<file path="src/rtl/cpu_mw.sv">
// cpu_mw: multi-cycle CPU core with a request/acknowledge memory port; CPU_MW_TRAP_EN enables the undefined-opcode trap.
// Latency: 4 cycles per instruction with zero-wait memory, plus 1 cycle per cycle mem_ack is held low.
// Backpressure: every memory phase holds its request until mem_ack; mem_ack with no request pending is ignored.
module cpu_mw #(
    parameter int DW   = 8,
    parameter int AW   = 8,
    parameter int NREG = 8
) (
    input  logic          clk,
    input  logic          rst,
    input  logic          run,
    input  logic          halt,
    output logic [AW-1:0] mem_addr,
    output logic          mem_rd,
    output logic          mem_wr,
    output logic [DW-1:0] mem_wdata,
    input  logic [DW-1:0] mem_rdata,
    input  logic          mem_ack,
    output logic          waits,
    output logic          fetcha,
    output logic          fetchb,
    output logic          execa,
    output logic          execb,
    output logic [AW-1:0] pc,
    output logic          cflag,
    output logic          zflag,
    output logic          trap
);
    localparam int RW  = $clog2(NREG);
    localparam int DW1 = DW + 1;

    typedef enum logic [2:0] {S_WAIT, S_FETCHA, S_FETCHB, S_EXECA, S_EXECB} state_t;
    state_t state, state_nxt;

    logic [DW-1:0] ira, irb;
    logic [DW-1:0] regs [NREG];

    logic [2:0]    cls, rf;
    logic [1:0]    sub;
    logic [RW-1:0] rsel, asel, bsel;
    assign cls  = ira[7:5];
    assign sub  = ira[4:3];
    assign rf   = ira[2:0];
    assign rsel = rf[RW-1:0];
    assign asel = irb[RW-1:0];
    assign bsel = irb[RW+2:3];

    logic is_hlt, is_ld, is_st, is_jmp, is_alu, is_undef, jmp_take;
    assign is_hlt   = (ira[7:0] == 8'h00);
    assign is_ld    = (cls == 3'b000) && (sub == 2'b01);
    assign is_st    = (cls == 3'b000) && (sub == 2'b10);
    assign is_jmp   = (cls == 3'b001) && (sub == 2'b00) && (!rf[2] || rf == 3'b111);
    assign is_alu   = (cls == 3'b100);
    assign is_undef = !(is_hlt || is_ld || is_st || is_jmp || is_alu);

    always_comb begin
        case (rf[1:0])
            2'b00:   jmp_take = cflag;
            2'b01:   jmp_take = !cflag;
            2'b10:   jmp_take = zflag;
            default: jmp_take = !zflag;
        endcase
        if (rf[2]) jmp_take = 1'b1;
    end

    // One extra bit so bit DW carries the carry/borrow out.
    logic [DW:0] op_a, op_b, alu_res;
    assign op_a = {1'b0, regs[asel]};
    assign op_b = {1'b0, regs[bsel]};
    always_comb begin
        case (sub)
            2'b00:   alu_res = op_a + DW1'(1);
            2'b01:   alu_res = op_a - DW1'(1);
            2'b10:   alu_res = op_a + op_b;
            default: alu_res = op_a - op_b;
        endcase
    end

    always_ff @(posedge clk or negedge rst) begin
        if (!rst) state <= S_WAIT;
        else      state <= state_nxt;
    end

    // Request outputs depend only on state and IR, so they stay stable until the ack edge.
    always_comb begin
        state_nxt = state;
        mem_rd    = 1'b0;
        mem_wr    = 1'b0;
        mem_addr  = '0;
        mem_wdata = '0;
        case (state)
            S_WAIT:   if (run && !halt) state_nxt = S_FETCHA;
            S_FETCHA: begin
                mem_rd   = 1'b1;
                mem_addr = pc;
                if (mem_ack) state_nxt = S_FETCHB;
            end
            S_FETCHB: begin
                mem_rd   = 1'b1;
                mem_addr = pc;
                if (mem_ack) state_nxt = S_EXECA;
            end
            S_EXECA: begin
                if (is_ld) begin
                    mem_rd   = 1'b1;
                    mem_addr = irb[AW-1:0];
                    if (mem_ack) state_nxt = S_EXECB;
                end else if (is_st) begin
                    mem_wr    = 1'b1;
                    mem_addr  = irb[AW-1:0];
                    mem_wdata = regs[rsel];
                    if (mem_ack) state_nxt = S_EXECB;
                end else begin
                    state_nxt = S_EXECB;
                end
            end
            S_EXECB:  state_nxt = (is_hlt || halt || trap) ? S_WAIT : S_FETCHA;
            default:  state_nxt = S_WAIT;
        endcase
    end

    always_ff @(posedge clk or negedge rst) begin
        if (!rst) begin
            pc    <= '0;
            ira   <= '0;
            irb   <= '0;
            cflag <= 1'b0;
            zflag <= 1'b0;
            for (int i = 0; i < NREG; i++) regs[i] <= '0;
        end else begin
            case (state)
                S_FETCHA: if (mem_ack) begin
                    ira <= mem_rdata;
                    pc  <= pc + AW'(1);
                end
                S_FETCHB: if (mem_ack) begin
                    irb <= mem_rdata;
                    pc  <= pc + AW'(1);
                end
                S_EXECA: begin
                    if (is_ld && mem_ack) regs[rsel] <= mem_rdata;
                    if (is_jmp && jmp_take) pc <= irb[AW-1:0];
                    if (is_alu) begin
                        regs[rsel] <= alu_res[DW-1:0];
                        cflag      <= alu_res[DW];
                        zflag      <= (alu_res[DW-1:0] == '0);
                    end
                end
                default: ;
            endcase
        end
    end

`ifdef CPU_MW_TRAP_EN
    logic trap_q;
    always_ff @(posedge clk or negedge rst) begin
        if (!rst)                                    trap_q <= 1'b0;
        else if (state == S_WAIT && run && !halt)    trap_q <= 1'b0;
        else if (state == S_EXECA && is_undef)       trap_q <= 1'b1;
    end
    assign trap = trap_q;
`else
    assign trap = 1'b0;
`endif

    // Upper IR bits are carried but never decoded.
    logic unused_bits;
    assign unused_bits = ^{ira, irb, is_undef};

    assign waits  = (state == S_WAIT);
    assign fetcha = (state == S_FETCHA);
    assign fetchb = (state == S_FETCHB);
    assign execa  = (state == S_EXECA);
    assign execb  = (state == S_EXECB);
endmodule

</file>
<file path="config.mk">
export PLATFORM = sky130hd
export DESIGN_NAME = cpu_mw
export DESIGN_NICKNAME = d
export VERILOG_FILES = /design/src/rtl/cpu_mw.sv
export SDC_FILE = /design/constraint.sdc
export NUM_CORES = 1
export LEC_CHECK = 0
export CAP_MARGIN = 20
export CORE_MARGIN = 2
export CORE_UTILIZATION = 35
export CTS_CLUSTER_SIZE = 16
export DETAILED_ROUTE_END_ITERATION = 6
export SETUP_SLACK_MARGIN = 0.1
export SYNTH_ARGS = -nofsm -noshare
export SYNTH_HDL_FRONTEND = slang
export SYNTH_SLANG_ARGS = --single-unit
</file>
<file path="constraint.sdc">
create_clock -name clk -period 10.85 [get_ports clk]
set_clock_uncertainty 0.15 [all_clocks]
set_input_delay 1.085 -clock clk [delete_from_list [all_inputs] [get_ports clk]]
set_output_delay 1.085 -clock clk [all_outputs]
set_load 0.005 [all_outputs]
</file>
==> results of run 1 <==
==> layout make-up <==
class	count	area, um2
fillers	1766	11100
clock inverters	6	63.8
inverters	14	52.6
clock buffers	10	229
flip-flops and latches	93	2330
well taps	234	293
multi-input cells	522	4000
repair buffers	60	561
==> worst min-delay path by stage <==
stage / start / endpoint / slack, ns
floorplan: irb[6] / irb[6] / 0.35
global route: irb[0] / irb[0] / 0.39
CTS: irb[0] / irb[0] / 0.36
finish: irb[0] / irb[0] / 0.36
detailed placement: irb[0] / irb[0] / 0.35
global placement: irb[0] / irb[0] / 0.34
==> kinds of logic (layout without fill, tap and decap cells) <==
| logic type | count (synthesis) | after routing |
|---|---|---|
| muxes | 95 | 95 |
| DFF | 93 | 93 |
| xor gates and xnor gates | 3 | 3 |
| AOI/OAI and AO/OA | 220 | 220 |
| other | 1 | 1 |
| buffers and inverters | 65 | 90 |
| adders and majority gates | 11 | 11 |
| and+or+nand+nor | 192 | 192 |
==> where the power goes <==
group          leakage [nW]  internal, W  switching [W]  total [W]
Sequential            0.930     0.000482       0.000217   0.000699
Clock                 0.138     0.000178       0.000140   0.000319
Combinational          1.51     0.000605       0.000760    0.00137
==> flip-flops by register name (all words and copies together) (netlist names) <==
signal,count
irb,8
ira,8
pc,8
state,3
regs,64
zflag,1
cflag,1
==> through the flow <==
step | area [um2] | instances | setup slack (ns) | utilization, %
6_report | 7530 | 939 | 5.83 | 40.5
5_1_grt | 7530 | 939 | 5.59 | 40.5
4_1_cts | 7510 | 937 | 5.83 | 40.4
3_5_place_dp | 7220 | 921 | 6.23 | 38.8
3_3_place_gp | 7200 | 919 | 6.26 | 38.8
2_1_floorplan | 6600 | 680 | 6.93 | -
==> layout by cell type (no fill, tap or decap), types with 2 or more instances in the layout <==
| master | Yosys | final |
|---|---|---|
| a211oi_1 | 2 | 2 |
| a21oi_1 | 88 | 88 |
| a22o_1 | 9 | 9 |
| a22oi_1 | 4 | 4 |
| a31o_2 | 2 | 2 |
| a31oi_1 | 4 | 4 |
| a32o_1 | 2 | 2 |
| and2_1 | 5 | 5 |
| and3_1 | 6 | 6 |
| and4_1 | 2 | 2 |
| buf_4 | 1 | 16 |
| clkbuf_16 | 0 | 9 |
| clkdlybuf4s50_1 | 0 | 44 |
| clkinv_2 | 0 | 2 |
| clkinvlp_4 | 0 | 2 |
| dfrtp_1 | 93 | 93 |
| ha_1 | 10 | 10 |
| inv_1 | 13 | 13 |
| mux2_2 | 27 | 27 |
| mux2i_1 | 20 | 20 |
| mux2i_2 | 2 | 2 |
| mux4_1 | 11 | 11 |
| mux4_2 | 35 | 35 |
| nand2_1 | 25 | 25 |
| nand2b_1 | 3 | 3 |
| nand3_1 | 17 | 17 |
| nor2_1 | 104 | 104 |
| nor2b_1 | 8 | 8 |
| nor3_1 | 6 | 6 |
| nor3b_1 | 5 | 5 |
| o21a_1 | 4 | 4 |
| o21ai_0 | 25 | 25 |
| o22a_1 | 2 | 2 |
| o22ai_1 | 65 | 65 |
| o31a_1 | 2 | 2 |
| or2_2 | 3 | 3 |
| xnor2_1 | 3 | 3 |
==> worst max-delay path, stage by stage (launching register included) <==
cell and delay, ns:
dfrtp_1 0.45, inv_1 0.13, or3_1 0.32, buf_4 0.24, inv_2 0.07, buf_4 0.60, nand3_1 0.72, nor2_1 0.34
clkdlybuf4s50_1 0.54
==> per-layer routing <==
metal	part of all wire, %	track usage, %	vias up
li1	-	-	2634
met4	4.1	12.6	0
met3	9.0	5.80	80
met2	48	38.7	356
met1	39	29.6	2998
met5	0	0	-
==> impl_metrics.json, run 1 <==
{
  "clock_latency_ns": 0.36,
  "synth-main-ff-cell": "dfrtp_1",
  "yosys-top-cells-count": "104 x nor2_1, 93 x dfrtp_1, 88 x a21oi_1",
  "cts_tree": "built",
  "slew_headroom_pct": 12.7,
  "io_pins": 47,
  "critPathLaunch": "state[1]",
  "synthCells": 680,
  "hold_buffers": 0,
  "critical_path_arrival_ns": 3.78,
  "setup_viol": 0,
  "slew_viol_final": 0,
  "r2r_end": "zflag",
  "leakage_nw": 2.58,
  "area_delta_synth_final_pct": 14.1,
  "synth_edf_count": 0,
  "ys_async_sr_fraction_pct": 100,
  "die_h_um": 141,
  "cts_resized": 0,
  "peakVddDrop_uv": 171,
  "critPathMaxFanout": 71,
  "synth_top_family_by_area": "multiplexers",
  "synth_simple_gate_area_share_pct": 13.6,
  "netlist.area_leader.share_pct": 35.3,
  "max_cap_viol_count": 0,
  "period_needed_ns": 5.02,
  "synth_mux_area_share_pct": 24.4,
  "io_buffers": 45,
  "die_area_um2": 20000,
  "synthAdderAreaFrac_pct": 2.20,
  "synth-seq-area-share_pct": 35.3,
  "tns_ns": 0,
  "root_buffer": "clkbuf_16",
  "numCtsBuffers": 9,
  "num_vias": 6068,
  "synth-compound-area-share_pct": 20.0,
  "wl_per_cell_um": 25.1,
  "hold_depth": 1,
  "worst_setup_path_end_kind": "output pin",
  "reg2reg_depth": 16,
  "ant_nets": 0,
  "layout-drive-gt1-share_pct": 14.9,
  "firstDrtPassIters": 7,
  "path_class": "reg -> out",
  "cts_buffer_depth": 2,
  "status": "finished with violations",
  "fin_crit_sh_pct": 46.3,
  "crit_end": "mem_wdata[3]",
  "max_freq_mhz": 199,
  "grt_pass1_wl_mm": 35.6,
  "grt_overflow_total": 0,
  "synthesis.area_um2": 6600,
  "grt_usage_pct": 23.9,
  "routed_wl_mm": 23.5,
  "antenna_found_initial": 0,
  "cp_data_required_time_ns": 9.62,
  "yosysUniqueCellTypes": 60,
  "clkTransAtPathRegs_ns": 0.07,
  "cts_setup_buffers": 0,
  "finalNetCount": 724,
  "die_w_um": 141,
  "grt_pass1_vias": 6171,
  "rsz0062_at_grt": "false",
  "synth_xor_area_share_pct": 0.398,
  "postSynthAreaPerCell_um2": 9.70,
  "finalPower_w": 0.00238,
  "core_um2": 18600,
  "synth_area_leaders": "dfrtp_1 35%, mux4_2 12%, a21oi_1 6.7%",
  "dp_hpwl_mm": 15.5,
  "diodes": 0,
  "synth_fp_nets": 704,
  "ys_ff_latch": 93,
  "finalHoldViolCount": 0,
  "grt_max_degree": 72,
  "violations": "design-rule violations",
  "powerDensity_nw_per_um2": 317,
  "num_rows": 50,
  "yosysWarnings": 0,
  "crit_path_start_kind": "flip-flop",
  "gp_congestion": 1.00,
  "via_per_inst": 6.46,
  "yosys.area.top_type": "dfrtp_1",
  "drtIter0Drc": 854,
  "clock-sinks": 93,
  "h-tree-depth": 3,
  "tightest_slew_ns": 1.31,
  "start_util_pct": 35.5,
  "r2r_start": "irb[3]",
  "rrSetupSlack_ns": 6.21,
  "hold_slack_ns": 0.360,
  "drcViolationCount": 12,
  "synth.most_common_cell": "nor2_1",
  "hold_class": "reg -> reg"
}
No activity file was read; power rests on OpenSTA's default activity.
==> run 2, diff against run 1 <==
==> constraint.sdc (replaced) <==
create_clock -name clk -period 4.1 [get_ports clk]
set_clock_uncertainty 0.15 [all_clocks]
set_input_delay 0.41 -clock clk [delete_from_list [all_inputs] [get_ports clk]]
set_output_delay 0.41 -clock clk [all_outputs]
set_load 0.005 [all_outputs]
==> run 2 against run 1 <==
Non-clock buffer count grew 28. Via count up 2.0%. Final cell count grew 3.0%. The run still ends with design-rule violations left.
==> impl_metrics.json, run 2 (synthesis gave the netlist of run 1 again) <==
{
  "status": "finished with violations",
  "violations": "design-rule violations",
  "num_vias": 6192,
  "met1_usage_pct": 32.2,
  "path_class": "reg -> reg",
  "tns_ns": 0,
  "layout-drive-gt1-share_pct": 18.8,
  "r2r_start": "irb[3]",
  "numCtsBuffers": 9,
  "grt_overflow_total": 0,
  "cp_data_required_time_ns": 4.20,
  "cts_tree": "built",
  "antenna_found_initial": 0,
  "seqPwrFrac_pct": 28.6,
  "p_int_w": 0.00360,
  "grt_busiest_layer": "met2",
  "fin_crit_sh_pct": 95.2,
  "via_per_inst": 6.40,
  "clock-sinks": 93,
  "core_um2": 18600,
  "die_area_um2": 20000,
  "tightest_slew_ns": 0.932,
  "worst_setup_path_end_kind": "flip-flop",
  "switching_power_w": 0.00314,
  "io_pins": 47,
  "largest_register_ffs": 64,
  "finalHoldViolCount": 0,
  "clkTransAtPathRegs_ns": 0.07,
  "dp_hpwl_mm": 16.7,
  "h-tree-depth": 3,
  "leakage_nw": 2.72,
  "diodes": 0,
  "max_freq_mhz": 256,
  "swShare_pct": 46.6,
  "grt.met3_usage_pct": 5.16,
  "r2r_end": "zflag",
  "critical_path_arrival_ns": 4.00,
  "rsz0062_at_grt": "true",
  "grt_usage_pct": 24.1,
  "grt_pass1_wl_mm": 36.2,
  "period_needed_ns": 3.90,
  "clock_latency_ns": 0.36,
  "start_util_pct": 35.5,
  "wl_per_cell_um": 24.7,
  "layout_commonest_cell": "nor2_1",
  "reg2reg_depth": 13,
  "slew_viol_final": 0,
  "peakVddDrop_uv": 483,
  "critPathMaxFanout": 9,
  "n_fill_cell": 1739,
  "grt_max_degree": 66,
  "final_util_pct": 41.9,
  "gp_congestion": 0.952,
  "die_h_um": 141,
  "routed_wl_mm": 23.9,
  "rrSetupSlack_ns": 0.20,
  "hold_class": "in -> async",
  "mostFrequentLayoutCells": "103 x nor2_1, 92 x dfrtp_1, 88 x a21oi_1",
  "area_delta_synth_final_pct": 18.0,
  "p_clk_share_pct": 12.9,
  "cts_setup_buffers": 0,
  "max_cap_viol_count": 0,
  "gr-usage-met2_pct": 38.5,
  "num_rows": 50,
  "io_buffers": 45,
  "crit_path_start_kind": "flip-flop",
  "finalNetCount": 752,
  "drcViolationCount": 3,
  "ant_nets": 0,
  "root_buffer": "clkbuf_16",
  "setup_viol": 0,
  "cts_buffer_depth": 2,
  "finalPower_w": 0.00673,
  "drtIter0Drc": 764,
  "regMostFlops": "regs",
  "combPwrFrac_pct": 58.5,
  "die_w_um": 141,
  "slew_headroom_pct": 37.8,
  "powerDensity_nw_per_um2": 865,
  "grt_pass1_vias": 5977,
  "firstDrtPassIters": 7
}
run 2: worst max-delay path, cell delays in order (launching register included):
cell      delay (ns)
dfrtp_2         0.44
mux4_1          0.59
mux2i_2         0.22
ha_2            0.34
o21ai_0         0.16
o21ai_0         0.20
ha_1            0.34
a211oi_1        0.23
nor2_1          0.12
o31ai_2         0.28
a21boi_1        0.24
buf_4           0.21
nor4_2          0.06
a22o_1          0.21
run 2: cell type report:
| cell class | instances | area, um2 | area share, % |
|---|---|---|---|
| Clock buffer | 11 | 243 | 3.12 |
| Clock inverter | 5 | 58.8 | 0.756 |
| Inverter | 14 | 52.6 | 0.675 |
| Multi-Input combinational cell | 522 | 4020 | 51.6 |
| Sequential cell | 93 | 2330 | 29.9 |
| Tap cell | 234 | 293 | 3.76 |
| Timing Repair Buffer | 88 | 791 | 10.2 |
run 2: what timing repair did:
action,CTS,global route
endpoints found under the hold margin,0,0
gates resized for setup,0,8
endpoints found under the setup margin,0,26
hold buffers,0,0
run 2: worst max-delay path by stage:
stage	startpoint	end	slack, ns	cells past startpoint
2_1_floorplan	irb[5]	zflag	0.18	17
3_3_place_gp	irb[3]	zflag	0.28	15
5_1_grt	irb[3]	regs[37]	0.03	13
3_5_place_dp	irb[3]	zflag	0.16	14
4_1_cts	irb[3]	zflag	0.14	14
6_report	irb[3]	zflag	0.20	13
run 2: power groups by stage:
stage	sequential, W	combinational [W]	clock (W)
floorplan	0.00156	0.00270	0
global placement	0.00186	0.00372	0
detailed placement	0.00190	0.00379	0
CTS	0.00188	0.00381	0.000880
global route	0.00197	0.00424	0.000923
finish	0.00192	0.00394	0.000872
run 2: through the flow:
step	setup WS (ns)	cell area (um2)	std cells	hold slack [ns]
after detailed placement	0.163	7460	951	0.401
after floorplan	0.175	6600	680	-0.0356
after global routing	0.0327	7780	967	0.0813
after global placement	0.281	7450	950	0.388
after CTS	0.137	7760	967	0.0553
final	0.195	7780	967	0.0196
run 2: routing by layer:
metal | up-vias | share of wire, %
met5 | - | 0
met4 | 0 | 3.7
met3 | 71 | 8.4
met2 | 367 | 47
met1 | 3067 | 41
li1 | 2687 | -
